===== src/rtl/ltl_monitor_ctrl_if.sv =====
// Symbol-in and report-out handshakes of the LTL monitor controller.
// The master drives symbols and consumes reports; the controller is the slave.
interface ltl_monitor_ctrl_if #(
  parameter int SYM_W   = 8,
  parameter int NUM_RPT = 4,
  parameter int IDX_W   = 32
);
  logic               in_valid;
  logic               in_ready;
  logic [SYM_W-1:0]   in_symbol;
  logic               in_last;
  logic               rpt_valid;
  logic               rpt_ready;
  logic [NUM_RPT-1:0] rpt_vec;
  logic [IDX_W-1:0]   rpt_index;

  modport master (
    output in_valid,
    output in_symbol,
    output in_last,
    output rpt_ready,
    input  in_ready,
    input  rpt_valid,
    input  rpt_vec,
    input  rpt_index
  );

  modport slave (
    input  in_valid,
    input  in_symbol,
    input  in_last,
    input  rpt_ready,
    output in_ready,
    output rpt_valid,
    output rpt_vec,
    output rpt_index
  );
endinterface


===== src/rtl/ltl_monitor_ctrl.sv =====
// Streams a symbol trace into an automaton and queues its non-zero
// reports, tagged with the index of the causing symbol.
module ltl_monitor_ctrl #(
  parameter int SYM_W      = 8,
  parameter int NUM_RPT    = 4,
  parameter int FIFO_DEPTH = 4,
  parameter int IDX_W      = 32
) (
  input  logic               clk,
  input  logic               reset,
  input  logic               trace_start,
  ltl_monitor_ctrl_if.slave  s_if,
  output logic               am_reset,
  output logic               am_run,
  output logic [SYM_W-1:0]   am_symbols,
  input  logic [NUM_RPT-1:0] am_report,
  output logic               busy,
  output logic               done
);

  localparam int PW = (FIFO_DEPTH > 1) ? $clog2(FIFO_DEPTH) : 1;
  localparam int CW = PW + 1;

  typedef enum logic [2:0] {
    S_IDLE,
    S_INIT,
    S_STREAM,
    S_DRAIN,
    S_DONE
  } state_t;

  state_t r_state;
  state_t w_next;

  logic               r_init_cnt;
  logic               r_inflight;
  logic [IDX_W-1:0]   r_idx;
  logic [IDX_W-1:0]   r_pend_idx;
  logic [SYM_W-1:0]   r_sym;

  logic [NUM_RPT-1:0] r_vec_mem [FIFO_DEPTH];
  logic [IDX_W-1:0]   r_idx_mem [FIFO_DEPTH];
  logic [PW-1:0]      r_wp;
  logic [PW-1:0]      r_rp;
  logic [CW-1:0]      r_count;

  logic [CW:0]        w_occ;
  logic               w_space;
  logic               w_xfer;
  logic               w_enq;
  logic               w_pop;
  logic               w_nonempty;

  // Pending report counts as occupied so a full FIFO can never overflow.
  assign w_occ      = (CW+1)'(r_count) + (CW+1)'(r_inflight);
  assign w_space    = w_occ < (CW+1)'(FIFO_DEPTH);
  assign w_nonempty = r_count != '0;

  assign s_if.in_ready = (r_state == S_STREAM) && w_space;
  assign w_xfer        = s_if.in_valid && s_if.in_ready;

  assign am_run     = w_xfer;
  assign am_symbols = w_xfer ? s_if.in_symbol : r_sym;
  assign am_reset   = (r_state == S_IDLE) || (r_state == S_INIT);
  assign busy       = r_state != S_IDLE;
  assign done       = r_state == S_DONE;

  assign w_enq = r_inflight && (|am_report) && !trace_start;
  assign w_pop = w_nonempty && s_if.rpt_ready && !trace_start;

  assign s_if.rpt_valid = w_nonempty;
  assign s_if.rpt_vec   = r_vec_mem[r_rp];
  assign s_if.rpt_index = r_idx_mem[r_rp];

  always_comb begin
    w_next = r_state;
    unique case (r_state)
      S_IDLE:   w_next = S_IDLE;
      S_INIT:   if (r_init_cnt) w_next = S_STREAM;
      S_STREAM: if (w_xfer && s_if.in_last) w_next = S_DRAIN;
      // The last symbol's report is sampled during this single cycle.
      S_DRAIN:  w_next = S_DONE;
      S_DONE:   w_next = S_IDLE;
      default:  w_next = S_IDLE;
    endcase
    if (trace_start) w_next = S_INIT;
  end

  always_ff @(posedge clk or posedge reset) begin
    if (reset) begin
      r_state <= S_IDLE;
    end else begin
      r_state <= w_next;
    end
  end

  always_ff @(posedge clk or posedge reset) begin
    if (reset) begin
      r_init_cnt <= 1'b0;
      r_inflight <= 1'b0;
      r_idx      <= '0;
      r_pend_idx <= '0;
      r_sym      <= '0;
    end else begin
      if (trace_start) begin
        r_init_cnt <= 1'b0;
      end else if (r_state == S_INIT) begin
        r_init_cnt <= 1'b1;
      end
      r_inflight <= w_xfer && !trace_start;
      if (w_xfer) begin
        r_sym      <= s_if.in_symbol;
        r_pend_idx <= r_idx;
      end
      if (trace_start) begin
        r_idx <= '0;
      end else if (w_xfer) begin
        r_idx <= r_idx + 1'b1;
      end
    end
  end

  always_ff @(posedge clk or posedge reset) begin
    if (reset) begin
      r_wp    <= '0;
      r_rp    <= '0;
      r_count <= '0;
      for (int i = 0; i < FIFO_DEPTH; i++) begin
        r_vec_mem[i] <= '0;
        r_idx_mem[i] <= '0;
      end
    end else if (trace_start) begin
      r_wp    <= '0;
      r_rp    <= '0;
      r_count <= '0;
    end else begin
      if (w_enq) begin
        r_vec_mem[r_wp] <= am_report;
        r_idx_mem[r_wp] <= r_pend_idx;
        r_wp            <= r_wp + 1'b1;
      end
      if (w_pop) begin
        r_rp <= r_rp + 1'b1;
      end
      unique case ({w_enq, w_pop})
        2'b10:   r_count <= r_count + 1'b1;
        2'b01:   r_count <= r_count - 1'b1;
        default: r_count <= r_count;
      endcase
    end
  end

endmodule


===== src/flat_wrapper.sv =====
// flat-port wrapper written by rule: the top's interface ports become plain ports
module ltl_monitor_ctrl_flat 
#(
  parameter int SYM_W      = 8,
  parameter int NUM_RPT    = 4,
  parameter int FIFO_DEPTH = 4,
  parameter int IDX_W      = 32
)
  (clk, reset, trace_start, am_reset, am_run, am_symbols, am_report, busy, done, s_if_in_valid, s_if_in_symbol, s_if_in_last, s_if_rpt_ready, s_if_in_ready, s_if_rpt_valid, s_if_rpt_vec, s_if_rpt_index);
  ltl_monitor_ctrl_if #(.SYM_W(SYM_W), .NUM_RPT(NUM_RPT), .IDX_W(IDX_W)) s_if_i ();
  input  logic clk;
  input  logic reset;
  input  logic trace_start;
  output logic am_reset;
  output logic am_run;
  output logic [SYM_W-1:0] am_symbols;
  input  logic [NUM_RPT-1:0] am_report;
  output logic busy;
  output logic done;
  input wire logic [$bits(s_if_i.in_valid)-1:0] s_if_in_valid;
  input wire logic [$bits(s_if_i.in_symbol)-1:0] s_if_in_symbol;
  input wire logic [$bits(s_if_i.in_last)-1:0] s_if_in_last;
  input wire logic [$bits(s_if_i.rpt_ready)-1:0] s_if_rpt_ready;
  output wire logic [$bits(s_if_i.in_ready)-1:0] s_if_in_ready;
  output wire logic [$bits(s_if_i.rpt_valid)-1:0] s_if_rpt_valid;
  output wire logic [$bits(s_if_i.rpt_vec)-1:0] s_if_rpt_vec;
  output wire logic [$bits(s_if_i.rpt_index)-1:0] s_if_rpt_index;
  assign s_if_i.in_valid = s_if_in_valid;
  assign s_if_i.in_symbol = s_if_in_symbol;
  assign s_if_i.in_last = s_if_in_last;
  assign s_if_i.rpt_ready = s_if_rpt_ready;
  assign s_if_in_ready = s_if_i.in_ready;
  assign s_if_rpt_valid = s_if_i.rpt_valid;
  assign s_if_rpt_vec = s_if_i.rpt_vec;
  assign s_if_rpt_index = s_if_i.rpt_index;
  ltl_monitor_ctrl #(.SYM_W(SYM_W), .NUM_RPT(NUM_RPT), .FIFO_DEPTH(FIFO_DEPTH), .IDX_W(IDX_W)) u_core (.clk(clk), .reset(reset), .trace_start(trace_start), .s_if(s_if_i), .am_reset(am_reset), .am_run(am_run), .am_symbols(am_symbols), .am_report(am_report), .busy(busy), .done(done));
endmodule

===== config.mk =====
export PLATFORM = sky130hd
export DESIGN_NAME = ltl_monitor_ctrl_flat
export DESIGN_NICKNAME = d
export VERILOG_FILES = /design/src/rtl/ltl_monitor_ctrl_if.sv /design/src/rtl/ltl_monitor_ctrl.sv /design/src/flat_wrapper.sv
export SDC_FILE = /design/constraint.sdc
export NUM_CORES = 1
export LEC_CHECK = 0
export CAP_MARGIN = 5
export CORE_MARGIN = 2
export CORE_UTILIZATION = 55
export DETAILED_ROUTE_END_ITERATION = 16
export GPL_TIMING_DRIVEN = 0
export PLACE_DENSITY = 0.75
export SYNTH_ARGS = -nofsm -noshare
export SYNTH_HDL_FRONTEND = slang
export SYNTH_SLANG_ARGS = --single-unit
export TNS_END_PERCENT = 5

===== constraint.sdc =====
create_clock -name clk -period 9.3 [get_ports clk]
set_clock_uncertainty 0.05 [all_clocks]
set_input_delay 1.395 -clock clk [delete_from_list [all_inputs] [get_ports clk]]
set_output_delay 1.395 -clock clk [all_outputs]
set_load 0.01 [all_outputs]

# Word-level counts from Yosys, hierarchy flattened

Index checks and enable logic that the tools add are counted.

Bits in writable memories: 0
Bits in latches: 0
Output and inout bits: 50
Flip-flop bits (word level): 228
Memory bits (read-only): 0
Memories: 0

Magnitude comparators: 4
Shift operators: 0
Reductions and logical operators: 22
Eq/ne operators: 8
Multiply operators: 0
Bitwise gates (word level): 3
Add/subtract/negate cells: 6
Div/mod/pow operators: 0
Multiplexer cells: 27

Operators with widths:

| operator                                                   | count |
|---|---|
| 2-to-1 mux 32 bit                                          | 5 |
| bitwise mux 128 bit                                        | 1 |
| binary-select mux 32 bit (select 2 bit)                    | 1 |
| demux 32 bit (select 2 bit)                                | 1 |
| adder 32 x 1 -> 32 bit, second input constant              | 1 |
| bitwise mux 16 bit                                         | 1 |
| 2-to-1 mux 3 bit                                           | 4 |
| 2-to-1 mux 4 bit                                           | 3 |
| logical AND 1 bit                                          | 9 |
| one-hot mux 3 bit (3 select lines)                         | 1 |
| nonzero test 3 bit                                         | 3 |
| binary-select mux 4 bit (select 2 bit)                     | 1 |
| demux 4 bit (select 2 bit)                                 | 1 |
| 2-to-1 mux 2 bit                                           | 4 |
| 2-to-1 mux 8 bit                                           | 1 |
| nonzero test 2 bit                                         | 4 |
| equality test 3 x 2 -> 1 bit, second input constant        | 2 |
| >= comparator 3 bit, second input constant                 | 2 |
| inverter 2 -> 3 bit                                        | 2 |
| one-hot mux 3 bit (2 select lines)                         | 1 |
| adder 2 x 1 -> 2 bit, second input constant                | 2 |
| adder 3 x 1 -> 4 bit                                       | 1 |
| less-than comparator 4 x 3 -> 1 bit, second input constant | 1 |
| AND reduction 2 bit                                        | 2 |
| 15 further kinds                                           | 16 |

# Logic depth before layout (Yosys ltp)

Gate-level depths: netlist of run 1.

Depth after elaboration: 8
Mapped depth: 8

# Worst setup path before layout of run 1

OpenSTA, ideal clock, no wires.

Path type: in2out
From: in s_if_in_valid
To: out am_symbols[3]
Data arrival time: 2.372 ns
Path slack: 5.483 ns
Required time: 7.855 ns
Stages: 6
Cell sequence: nand3_1 inv_1 buf_2 buf_1 nand2_1 nand2_1

Word-level cells in the longest chain between the ends: 2

Ends and longest elaborated chain:

| item               | line                   | source |
|---|---|---|
| start: declaration | flat_wrapper.sv:20     | `input wire logic [$bits(s_if_i.in_valid)-1:0] s_if_in_valid;` |
| logical AND 1 bit  | ltl_monitor_ctrl.sv:60 | `assign w_xfer = s_if.in_valid && s_if.in_ready;` |
| 2-to-1 mux 8 bit   | ltl_monitor_ctrl.sv:63 | `assign am_symbols = w_xfer ? s_if.in_symbol : r_sym;` |
| end: declaration   | flat_wrapper.sv:16     | `output logic [SYM_W-1:0] am_symbols;` |

No other way between the ends.

# Worst setup path in the final report of run 1

From: in s_if_in_valid
To: out am_symbols[4]

Same word-level chain as after synthesis.

==> results.sh, run 1 <==
export IMPL_run_status="completed"
export IMPL_chipWidth_um=139.2
export IMPL_sequentialPowerShare=0.446
export IMPL_fin_tns_setup_ns=0
export IMPL_rsz0062_at_grt="no"
export IMPL_crit_fanout=10
export IMPL_swShare=0.2295
export IMPL_rows=49
export IMPL_synth_area_leader_cell="dfrtp_1"
export IMPL_ys_ff_latch=228
export IMPL_r2r_cells=8
export IMPL_num_vias=6376
export IMPL_routed_via_density=5.739
export IMPL_reg2reg_to="u_core.r_pend_idx[26]"
export IMPL_path_depth=8
export IMPL_drc_errors=0
export IMPL_dieArea_mm2=0.01938
export IMPL_max_slew_worst_pin_slew_ns=1.000
export IMPL_crit_family="buffers and inverters"
export IMPL_grt_max_degree=142
export IMPL_intPower_mw=1.785
export IMPL_gr_usage_all_layers=0.2333
export IMPL_min_period_ns=5.391
export IMPL_clockBufferDepth=3
export IMPL_core_area_mm2=0.01796
export IMPL_cp_startpoint="s_if_in_valid"
export IMPL_path_class="in2out"
export IMPL_p_sw_uw=531.7
export IMPL_worst_ep_arrival_time_ns=3.95
export IMPL_dp_slack_ns=3.946
export IMPL_syn_nets=793
export IMPL_numCtsBuffers=25
export IMPL_max_slew_margin=0.3333
export IMPL_critPathCapture="am_symbols[4]"
export IMPL_synth_ff_type="dfrtp_1"
export IMPL_drv_cap=0
export IMPL_period_share=0.5797
export IMPL_cts_resized=0
export IMPL_n_fill_cell=1277
export IMPL_fin_nets=888
export IMPL_ys_types=44
export IMPL_antenna_found_initial=0
export IMPL_setup_viol=0
export IMPL_synthTopCellsByArea="dfrtp_1, mux2_2, mux4_2"
export IMPL_layout_drive_gt1_share=0.2891
export IMPL_final_util=0.6653
export IMPL_ant_nets=0
export IMPL_n_antenna_cell=0
export IMPL_pwr_share_comb=0.098
export IMPL_drt_first_pass_iters=4
export IMPL_hold_depth=2
export IMPL_critPathSlowestCell="clkdlybuf4s50_1"
export IMPL_netlist_top_cells_count="dfrtp_1, mux2_2, nand2_1, nor2_1, mux4_2"
export IMPL_path_clk_slew_ns=0.06
export IMPL_grt_pass1_wl_um=36410
export IMPL_cts_setup_buffers=0
export IMPL_postCtsHoldBufs=0
export IMPL_setup_ws_ns=3.909
export IMPL_final_hold_violation_count=0
export IMPL_p_clk_frac=0.456
export IMPL_detailed_place_hpwl_um=14570
export IMPL_syn_to_final_growth_pct=18.87
export IMPL_critical_path_max_stage_delay_ns=0.55
export IMPL_worstPathCellList="clkdlybuf4s50_1 -> nand3_1 -> inv_1 -> buf_2 -> buf_1 -> nand2_1 -> nand2_1 -> clkdlybuf4s50_1"
export IMPL_regToRegSetupSlack_ns=6.44
export IMPL_worstPathRequired_ns=7.86
export IMPL_endpoint_kind="output pin"
export IMPL_die_y_um=139.2
export IMPL_synth_area_mm2=0.01005
export IMPL_start_kind="input pin"
export IMPL_drv_slew=0
export IMPL_path_buf_inv=5
export IMPL_insertion_delay_ns=0.52
export IMPL_async_reset_ff_frac=1.000
export IMPL_synthesis_instances=769
export IMPL_gp_congestion=0.8756
export IMPL_total_power_mw=2.317
export IMPL_first_global_vias=6936
export IMPL_start_util=0.5597
export IMPL_netlist_area_leader_share=0.5675
export IMPL_syn_avg_cell_area_um2=13.07
export IMPL_ios=68
export IMPL_wl_per_cell_um=19.64
export IMPL_cts_sinks=228
export IMPL_drt_iter0_markers=316
export IMPL_synth_edf_count=0
export IMPL_vdd_ir_drop_max_mv=0.1912
export IMPL_htree_levels=1
export IMPL_ys_seq_area_frac=0.5675
export IMPL_cts_tree="yes"
export IMPL_r2r_start="u_core.r_state[0]"
export IMPL_cellLeakagePower_nw=5.620
export IMPL_p_per_area_mw_per_mm2=193.9
export IMPL_synth_most_common_cell="dfrtp_1"
export IMPL_hp_class="reg2reg"
export IMPL_root_buffer="clkbuf_16"
export IMPL_maxClockFrequency_mhz=185.5
export IMPL_ys_warn_count=0
export IMPL_port_buffers=67
export IMPL_grt_overflow=0
export IMPL_drt_total_wl_um=21820
## cell usage in the layout (no fill, tap or decap), drive strengths merged, types with 4 or more instances in the layout
cell / count
ha: 5
and4: 5
clkdlybuf4s50: 67
clkbuf: 56
nor2: 38
a21oi: 12
o21ai: 12
mux4: 36
inv: 10
nor4: 9
nand4: 14
dfrtp: 228
xor2: 7
nand3: 11
buf: 26
or3: 8
nand2: 124
mux2: 145
and2: 9
mux2i: 4
xnor2: 17
nor3: 7
## sequential cells by signal, summed over array words and instances (netlist names), 2 cells and up
name / cells
u_core.r_state: 3
u_core.r_idx_mem: 128
u_core.r_rp: 2
u_core.r_sym: 8
u_core.r_vec_mem: 16
u_core.r_idx: 32
u_core.r_count: 3
u_core.r_pend_idx: 32
u_core.r_wp: 2
## worst register-to-register path, stage by stage (launching register included)
cell and delay, ns:
dfrtp_1 0.37, buf_6 0.13, nor4b_1 0.59, nand3_1 0.47, inv_1 0.23, buf_2 0.29
buf_1 0.41, nand2_1 0.16, nand2_1 0.08
## final cells by class
cell class              instances  area (um^2)  area share
plain buffers                  45        205.2     0.01717
multi-input cells             486         4105      0.3435
clock inverters                 9        127.6     0.01068
well taps                     229        286.5     0.02398
flip-flops and latches        228         5705      0.4774
inverters                      10        45.04    0.003769
repair buffers                 68        698.2     0.05842
clock buffers                  36        777.0     0.06502
## metal layers
layer	up-vias	track usage	wire, um
li1	2889	-	-
met1	3310	0.3254	9701
met2	133	0.3884	10760
met3	44	0.03280	826
met4	0	0.06858	539
met5	-	0	0
## kinds of logic (layout without fill, tap and decap cells)
group | count (synthesis) | after routing | share of synthesized area
buf+inv | 55 | 168 | 0.02414
xor+xnor | 24 | 24 | 0.02091
flops | 228 | 228 | 0.5675
mux | 185 | 185 | 0.2470
compound gates | 32 | 32 | 0.01917
simple gates | 239 | 239 | 0.1130
fa+ha+maj | 6 | 6 | 0.008214
## metrics by stage
stage                     area (um^2)  hold slack (ns)  std cells
after floorplan                 10050           0.3977        769
after global placement          11010           0.4059       1065
after detailed placement        11050           0.4136       1066
after CTS                       11950           0.4346       1111
after global routing            11950           0.4583       1111
final                           11950           0.4337       1111
## power by group through the flow
stage / sequential [mW] / combinational, mW / clock, mW
after floorplan: 1.05 / 0.138 / 0
after global placement: 1.05 / 0.224 / 0
after detailed placement: 1.05 / 0.231 / 0
after CTS: 1.03 / 0.233 / 1.07
after global routing: 1.03 / 0.250 / 1.11
final: 1.03 / 0.228 / 1.06
## worst min-delay path by stage
stage                     slack, ns               endpoint        startpoint
final                          0.43  u_core.r_pend_idx[31]  u_core.r_idx[31]
after global routing           0.46        u_core.r_sym[0]   u_core.r_sym[0]
after global placement         0.41        u_core.r_sym[5]   u_core.r_sym[5]
after floorplan                0.40  u_core.r_pend_idx[31]  u_core.r_idx[31]
after CTS                      0.43  u_core.r_pend_idx[31]  u_core.r_idx[31]
after detailed placement       0.41  u_core.r_pend_idx[31]  u_core.r_idx[31]
Note: power is estimated with default switching activity, not from simulation.
==> run 2: changes to the inputs <==
Clock period 9.3 ns to 5 ns, I/O delays scaled along.
==> run 2 against run 1 <==
Clock power increased by 74%. Register-to-register slack worse by 4.2 ns. Non-clock buffer count up 4. Clock-buffer cell count shrank 3. Core utilization is essentially flat. First-iteration DRC count is 13% higher. Sequential cell count did not move. Cell count up 0.27%. Sequential share of layout area barely moved. Die area is the same. Combinational power is 88% higher. Largest cell class unchanged. Largest power group is now sequential cells.
==> results.sh, run 2 (synthesis results as in run 1) <==
export IMPL_start_kind="flip-flop"
export IMPL_min_period_ns=4.458
export IMPL_die_y_um=139.2
export IMPL_hold_depth=2
export IMPL_routed_via_density=5.756
export IMPL_reg_largest_list="u_core.r_idx_mem: 128 flops, u_core.r_idx: 32 flops, u_core.r_pend_idx: 32 flops"
export IMPL_n_fill_cell=1273
export IMPL_maxClockFrequency_mhz=224.3
export IMPL_dp_slack_ns=0.9699
export IMPL_drt_iter0_markers=356
export IMPL_setup_viol=0
export IMPL_cts_sinks=228
export IMPL_cts_tree="yes"
export IMPL_drt_first_pass_iters=4
export IMPL_chipWidth_um=139.2
export IMPL_final_hold_violation_count=0
export IMPL_grt_max_degree=49
export IMPL_r2r_cells=7
export IMPL_port_buffers=67
export IMPL_seq_area_mm2=0.005705
export IMPL_layout_common_cells="dfrtp_1, mux2_2, nand2_1"
export IMPL_first_global_vias=6926
export IMPL_path_clk_slew_ns=0.06
export IMPL_cellLeakagePower_nw=5.626
export IMPL_wl_per_cell_um=19.69
export IMPL_endpoint_kind="output pin"
export IMPL_gr_usage_all_layers=0.2363
export IMPL_drv_slew=0
export IMPL_cts_resized=0
export IMPL_largest_register="u_core.r_idx_mem"
export IMPL_worstPathRequired_ns=4.20
export IMPL_dieArea_mm2=0.01938
export IMPL_cts_setup_buffers=0
export IMPL_numCtsBuffers=24
export IMPL_root_buffer="clkbuf_16"
export IMPL_worst_ep_arrival_time_ns=3.66
export IMPL_rows=49
export IMPL_final_common_cell="dfrtp_1"
export IMPL_gp_congestion=0.8519
export IMPL_ant_nets=0
export IMPL_vdd_ir_drop_max_mv=0.3176
export IMPL_drc_errors=0
export IMPL_drv_cap=0
export IMPL_n_antenna_cell=0
export IMPL_syn_to_final_growth_pct=18.88
export IMPL_hp_class="reg2reg"
export IMPL_max_slew_worst_pin_slew_ns=1.034
export IMPL_layout_drive_gt1_share=0.2904
export IMPL_drt_total_wl_um=21940
export IMPL_setup_ws_ns=0.5423
export IMPL_num_vias=6412
export IMPL_p_per_area_mw_per_mm2=350.7
export IMPL_core_area_mm2=0.01796
export IMPL_ios=68
export IMPL_grt_pass1_wl_um=36800
export IMPL_period_share=0.8915
export IMPL_htree_levels=1
export IMPL_run_status="completed"
export IMPL_postCtsHoldBufs=0
export IMPL_worst_hold_slack_ns=0.4310
export IMPL_antenna_found_initial=0
export IMPL_crit_fanout=10
export IMPL_path_class="reg2out"
export IMPL_clockBufferDepth=3
export IMPL_detailed_place_hpwl_um=14740
export IMPL_largest_reg_flops=128
export IMPL_rsz0062_at_grt="no"
export IMPL_insertion_delay_ns=0.51
export IMPL_start_util=0.5597
export IMPL_grt_overflow=0
export IMPL_fin_nets=891
export IMPL_multi_input_area_mm2=0.004105
export IMPL_max_slew_margin=0.3109
[run 2: cell types whose count changed in the layout (fill, tap and decap cells not counted)]
| cell | previous run | this run |
|---|---|---|
| clkbuf_8 | 11 | 7 |
| bufinv_16 | 3 | 2 |
| clkinv_4 | 0 | 1 |
| clkinvlp_4 | 3 | 2 |
| clkbuf_1 | 20 | 21 |
| inv_8 | 1 | 0 |
| buf_16 | 1 | 0 |
| buf_12 | 0 | 5 |
| clkinv_2 | 3 | 7 |
[run 2: path summary, 6_finish.rpt]
path,startpoint,endpoint,slack [ns]
max in group asynchronous,reset,u_core.r_pend_idx[16],3.22
max reg2reg,u_core.r_state[2],u_core.r_pend_idx[27],2.20
max,u_core.r_state[2],am_symbols[3],0.54
min reg2reg,u_core.r_idx[31],u_core.r_pend_idx[31],0.43
min in group asynchronous,reset,u_core.r_count[2],0.55
min,u_core.r_idx[31],u_core.r_pend_idx[31],0.43
[run 2: stage by stage]
| stage | power (mW) | utilization | area, um^2 | TNS [ns] | std cells |
|---|---|---|---|---|---|
| 2_1_floorplan | 2.204 | - | 10060 | 0 | 769 |
| 3_3_place_gp | 2.368 | 0.6132 | 11010 | -31.19 | 1065 |
| 3_5_place_dp | 2.389 | 0.6187 | 11110 | 0 | 1070 |
| 4_1_cts | 4.229 | 0.6653 | 11950 | 0 | 1114 |
| 5_1_grt | 4.339 | 0.6653 | 11950 | 0 | 1114 |
| 6_report | 4.192 | 0.6653 | 11950 | 0 | 1114 |
[run 2: where the power goes]
group	internal [mW]	total, mW	switching, mW
Combinational	0.202	0.428	0.226
Clock	1.12	1.84	0.725
Sequential	1.89	1.92	0.0272
[run 2: cell type report]
| cell class | count | area share |
|---|---|---|
| well taps | 229 | 0.02397 |
| clock inverters | 11 | 0.009317 |
| flip-flops and latches | 228 | 0.4774 |
| plain buffers | 45 | 0.01717 |
| multi-input cells | 486 | 0.3435 |
| inverters | 10 | 0.003455 |
| clock buffers | 33 | 0.06072 |
| repair buffers | 72 | 0.06449 |
[run 2: critical path: stages, from the launching register on]
cell and delay (ns):
dfrtp_1 0.46, nor4b_1 0.62, nand3_1 0.44, inv_1 0.21
buf_2 0.28, buf_1 0.39, nand2_1 0.12, nand2_1 0.09
clkdlybuf4s50_1 0.53
[run 2: layer usage]
layer / up-vias / part of all wire / global-route usage
met3: 32 / 0.044 / 0.03626
met1: 3331 / 0.45 / 0.3275
met5: - / 0 / 0
met2: 144 / 0.49 / 0.3980
met4: 0 / 0.018 / 0.05954
li1: 2905 / - / -
